**src/rtl/block_data_memory.sv**
```systemverilog
// Block-granular data memory behind the data cache: 64 x 32-bit blocks, fixed-latency
// read/write with a registered busywait handshake. Optional DMEM_STATS_EN adds access counters.
module block_data_memory #(
    parameter int LATENCY = 5,
    parameter int DEPTH   = 64
) (
    input  logic        clock,
    input  logic        reset,
    input  logic        mem_read,
    input  logic        mem_write,
    input  logic [5:0]  mem_address,
    input  logic [31:0] mem_writedata,
    output logic [31:0] mem_readdata,
    output logic        mem_busywait
`ifdef DMEM_STATS_EN
    ,
    output logic [15:0] rd_count,
    output logic [15:0] wr_count
`endif
);

    typedef enum logic [1:0] {
        IDLE = 2'd0,
        BUSY = 2'd1,
        DONE = 2'd2
    } state_t;

    localparam logic [3:0] LAT_M1 = 4'(LATENCY - 1);

    state_t      state;
    state_t      state_next;
    logic        start;
    logic        finish;
    logic [3:0]  count;
    logic        op_write;
    logic [5:0]  addr_q;
    logic [31:0] data_q;
    logic [31:0] mem [DEPTH];

    always_ff @(posedge clock or negedge reset) begin
        if (!reset) begin
            state <= IDLE;
        end else begin
            state <= state_next;
        end
    end

    // Exactly one request is accepted in IDLE; a simultaneous read+write is dropped.
    always_comb begin
        state_next = state;
        start      = 1'b0;
        finish     = 1'b0;
        case (state)
            IDLE: begin
                if (mem_read ^ mem_write) begin
                    start      = 1'b1;
                    state_next = BUSY;
                end
            end
            BUSY: begin
                if (count == 4'd0) begin
                    finish     = 1'b1;
                    state_next = DONE;
                end
            end
            DONE:    state_next = IDLE;
            default: state_next = IDLE;
        endcase
    end

    always_ff @(posedge clock or negedge reset) begin
        if (!reset) begin
            mem_busywait <= 1'b0;
            mem_readdata <= 32'd0;
            count        <= 4'd0;
            op_write     <= 1'b0;
            addr_q       <= 6'd0;
            data_q       <= 32'd0;
            for (int i = 0; i < DEPTH; i++) begin
                mem[i] <= 32'd0;
            end
        end else begin
            if (start) begin
                op_write     <= mem_write;
                addr_q       <= mem_address;
                data_q       <= mem_writedata;
                mem_busywait <= 1'b1;
                count        <= LAT_M1;
            end else if (finish) begin
                mem_busywait <= 1'b0;
                if (op_write) begin
                    mem[addr_q] <= data_q;
                end else begin
                    mem_readdata <= mem[addr_q];
                end
            end else if (state == BUSY) begin
                count <= count - 4'd1;
            end
        end
    end

`ifdef DMEM_STATS_EN
    function automatic logic [15:0] sat_inc(input logic [15:0] v);
        return (v == 16'hFFFF) ? v : v + 16'd1;
    endfunction

    always_ff @(posedge clock or negedge reset) begin
        if (!reset) begin
            rd_count <= 16'd0;
            wr_count <= 16'd0;
        end else if (finish) begin
            if (op_write) begin
                wr_count <= sat_inc(wr_count);
            end else begin
                rd_count <= sat_inc(rd_count);
            end
        end
    end
`endif

endmodule

```
**config.mk**
```make
export PLATFORM = sky130hd
export DESIGN_NAME = block_data_memory
export DESIGN_NICKNAME = d
export VERILOG_FILES = /design/src/rtl/block_data_memory.sv
export SDC_FILE = /design/constraint.sdc
export NUM_CORES = 2
export LEC_CHECK = 0
export BUFFER_PORTS_ARGS = -buffer_cell sky130_fd_sc_hd__buf_2
export CORE_UTILIZATION = 40
export CTS_CLUSTER_SIZE = 12
export DETAILED_ROUTE_END_ITERATION = 8
export PLACE_DENSITY = 0.61
export SLEW_MARGIN = 20
export SYNTH_ARGS = -nofsm -noshare
export SYNTH_HDL_FRONTEND = slang
export SYNTH_SLANG_ARGS = --single-unit
```
**constraint.sdc**
```tcl
create_clock -name clock -period 3.3 [get_ports clock]
set_clock_uncertainty 0.2 [all_clocks]
set_input_delay 0.99 -clock clock [delete_from_list [all_inputs] [get_ports clock]]
set_output_delay 0.99 -clock clock [all_outputs]
set_load 0.01 [all_outputs]
```
==> qor_table.md <==
| Item | Reported | Unit |
|---|---|---|
| Outcome | finished with violations | - |
| Violations in the final reports | design-rule violations, negative setup slack | - |
| Number of placement rows | 179 | - |
| H-tree depth reported by CTS | 4 | - |
| Cell with the largest stage delay on the worst path | or2_2 | - |
| Insertion delay of the later-clocked pin in the worst-skew pair | 880 | ps |
| Unique cell type count in the Yosys netlist | 71 | - |
| First-pass GRT wire length | 489,000 | um |
| Multi-input logic area | 40,000 | um2 |
| Initial Utilization | 0.403 | - |
| Top cell type's share of synthesized area | 0.554 | - |
| Largest net degree at the start of global routing | 130 | - |
| Hold Fails Final Rpt | 0 | - |
| Number of clock sinks seen by CTS | 2,126 | - |
| Remaining global-route overflow | 0 | - |
| Top FF cell, synth | dfrtp_1 | - |
| CP max FO | 16 | - |
| Power density normalized to cell area | 765 | nW/um2 |
| Number of nets with antenna violations after routing | 0 | - |
| Family of cells with the greatest summed delay on the critical path | compound AO/OA/AOI/OAI gates | - |
| Violation count after the first detailed-routing iteration | 6,291 | - |
| Dominant cell type by area after synthesis | dfrtp_1 | - |
| Static leakage | 52.8 | nW |
| Number of global-route vias before repair | 64,300 | - |
| Remaining design rule violation count | 8 | - |
| Max Root-Sink Buffers | 3 | - |
| Core Box Area | 238,000 | um2 |
| Overall die area | 242,000 | um2 |
| Sequential fraction of the synthesis area | 0.554 | - |
| Post-Syn Instances | 6,703 | - |
| Number of clock buffers inserted by TritonCTS | 222 | - |
| Buffer cell driving the clock tree root | clkbuf_16 | - |
| Final worst setup slack | -118 | ps |
| VDD IR max | 0.565 | mV |
| Placed wire-length estimate | 217,000 | um |
| Crit path largest cell delay | 610 | ps |
| Hold Path Class | input pin to register | - |
| Synthesis-to-layout area growth | 16.1 | % |
| Most common library cells after synthesis | dfrtp_1 (2,126), mux2_2 (2,098), clkbuf_1 (307), buf_2 (300), mux2i_1 (283) | - |
| Most numerous cell in the Yosys netlist | dfrtp_1 | - |
| Required time of the critical path | 3850 | ps |
| Achievable frequency | 293 | MHz |
| Global router's overall resource usage | 0.280 | - |
| Leading post-synthesis cells by cell area | dfrtp_1 (55%), mux2_2 (25%), mux4_2 (4.4%), mux2i_1 (3.0%), a221oi_1 (2.1%) | - |
| Number of inserted filler cells in the final layout | 20,700 | - |
| Slew at the pin closest to its max-slew limit | 1070 | ps |
| Initial DRT Pass Iterations | 8 | - |
| Setup crit start kind | register | - |
| Unrepaired setup endpoints after global routing | no | - |
| Ys Warns | 0 | - |
| Via count of the routed design | 63,200 | - |
| CP dominant cell by count | o21ai_0 | - |
| Share of final-layout standard cells stronger than drive strength 1 | 0.481 | - |
| Seq. cell area | 53,300 | um2 |
| FF+latch count, synth | 2,126 | - |
| RePlAce Congestion | 0.868 | - |
| Wirelength per Cell | 33.3 | um |
| Die H | 492 | um |
| Clock-pin slew on the worst setup and hold paths | 60 | ps |
| Count of boundary I/O pins | 75 | - |
| Count of final setup violators | 2 | - |
| Syn Std Cell Area | 96,000 | um2 |
| Post-synthesis net count | 6,747 | - |
| Worst Setup End Kind | register | - |
| Nets | 6,897 | - |
| Slew Limit Headroom | 0.284 | - |
| X dimension of the die | 492 | um |
| Number of synthesized flops with an enable pin | 0 | - |
| Number of antenna violations at the first check in global routing | 16 | - |
| Crit-path cells | buf_4, nand2_1, or2_2, o22ai_1, o21ai_0, o21ai_0, o32a_1 | - |
| Max-slew violation total from the final report | 0 | - |
| Crit path DAT | 3970 | ps |
| Crit path time final | 3420 | ps |
| Total negative setup slack | -124 | ps |
| Clock tree from TritonCTS | yes | - |
| Via-per-instance ratio | 6.19 | - |
| Crit path buf inv count | 1 | - |
| Number of violations of the max-capacitance limit | 0 | - |
| CP Class | register to register | - |
| Average footprint of a synthesized cell | 14.3 | um2 |
| Part of the cycle the worst path needs | 1.04 | - |
| Share of flip-flops with an asynchronous set or reset | 1.00 | - |
| Power after layout | 85.3 | mW |
| Total Wirelength | 340,000 | um |
| Number of port buffers | 74 | - |
-- logic make-up after synthesis --
logic type / Yosys count / synth area share
adders and majority gates: 2 / 0.000261
xor gates and xnor gates: 3 / 0.000274
buffers and inverters: 704 / 0.0349
AOI/OAI and AO/OA: 811 / 0.0625
and+or+nand+nor: 427 / 0.0206
muxes: 2630 / 0.327
DFF: 2126 / 0.554
-- routing by layer --
layer | share of wire | vias up | routed length [um] | GRT usage
met5 | 0.00024 | - | 81 | 0
met4 | 0.042 | 14 | 14400 | 0.107
met3 | 0.088 | 705 | 29900 | 0.0624
met2 | 0.44 | 2924 | 151000 | 0.418
met1 | 0.43 | 34400 | 145000 | 0.396
li1 | - | 25200 | - | -
-- final timing paths --
check,startpoint,end,slack [ps],cells after the start
worst max-delay path,addr_q[5]$_DFFE_PN0N_,mem_readdata[15]$_DFFE_PN0P_,-120,7
worst min-delay path,mem_writedata[25],data_q[25]$_DFFE_PN0N_,140,2
worst max register to register,addr_q[5]$_DFFE_PN0N_,mem_readdata[15]$_DFFE_PN0P_,-120,7
worst min register to register,mem_busywait$_DFFE_PN0P_,mem_busywait$_DFFE_PN0P_,280,2
max in group asynchronous,reset,addr_q[2]$_DFFE_PN0N_,1310,3
min in group asynchronous,reset,mem[1532]$_DFFE_PN0P_,430,2
-- flip-flops by register name, indices dropped and copies added (netlist names) --
name / count
addr_q: 6
count: 4
data_q: 32
mem: 2048
mem_busywait: 1
mem_readdata: 32
op_write: 1
state: 2
-- layout by cell type (no fill, tap or decap), drive strengths merged, types with 5 or more instances in the layout --
master | synthesis | layout
mux2 | 2159 | 2159
mux4 | 188 | 188
o32a | 15 | 15
nand3 | 35 | 35
clkbuf | 307 | 368
a221o | 22 | 22
a221oi | 234 | 234
o21ai | 91 | 91
o22a | 6 | 6
dfrtp | 2126 | 2126
a22oi | 128 | 128
a31oi | 24 | 24
o211ai | 5 | 5
a211oi | 10 | 10
a2111oi | 8 | 8
inv | 6 | 9
diode | 0 | 7
o22ai | 98 | 98
a32oi | 7 | 7
and3 | 16 | 16
nand4 | 6 | 6
mux2i | 283 | 283
o2bb2ai | 5 | 5
nor3 | 20 | 20
o221ai | 8 | 8
clkinv | 0 | 29
nor2 | 199 | 199
a22o | 21 | 21
nor2b | 11 | 11
nand2 | 94 | 94
bufinv | 0 | 7
o21a | 7 | 7
buf | 391 | 623
and2 | 7 | 7
o2111ai | 12 | 12
a21oi | 91 | 91
nand2b | 7 | 7
-- what timing repair did --
item / CTS / global route
pin swaps: 0 / 0
buffers inserted: 1 / 0
hold buffers: 1 / 0
setup endpoints to repair: 3 / 6
resized for setup: 3 / 8
endpoints found under the hold margin: 11 / 0
-- layout make-up --
type | count | area share
clock buffers | 368 | 0.0613
well taps | 3167 | 0.0356
flip-flops and latches | 2126 | 0.478
inverters | 6 | 0.000292
diodes | 7 | 0.000157
clock inverters | 40 | 0.00453
multi-input cells | 3873 | 0.359
repair buffers | 624 | 0.0610
-- metrics by stage --
step	hold WS (ps)	instances	setup WS (ps)	instance area, um2	utilization
3_3_place_gp	259	9794	-305	104000	0.437
5_1_grt	116	10200	25.8	111000	0.468
6_report	136	10200	-118	111000	0.468
3_5_place_dp	263	9794	-346	104000	0.437
2_1_floorplan	252	6703	799	96000	-
4_1_cts	79.0	10200	6.01	111000	0.468
-- where the power goes --
group	switching (mW)	internal, mW	total, mW	leakage, nW
clock network	10.7	14.6	25.3	3.60
registers	4.14	28.7	32.9	29.4
logic	17.5	9.64	27.1	19.8
(Power assumes the default switching activity.)
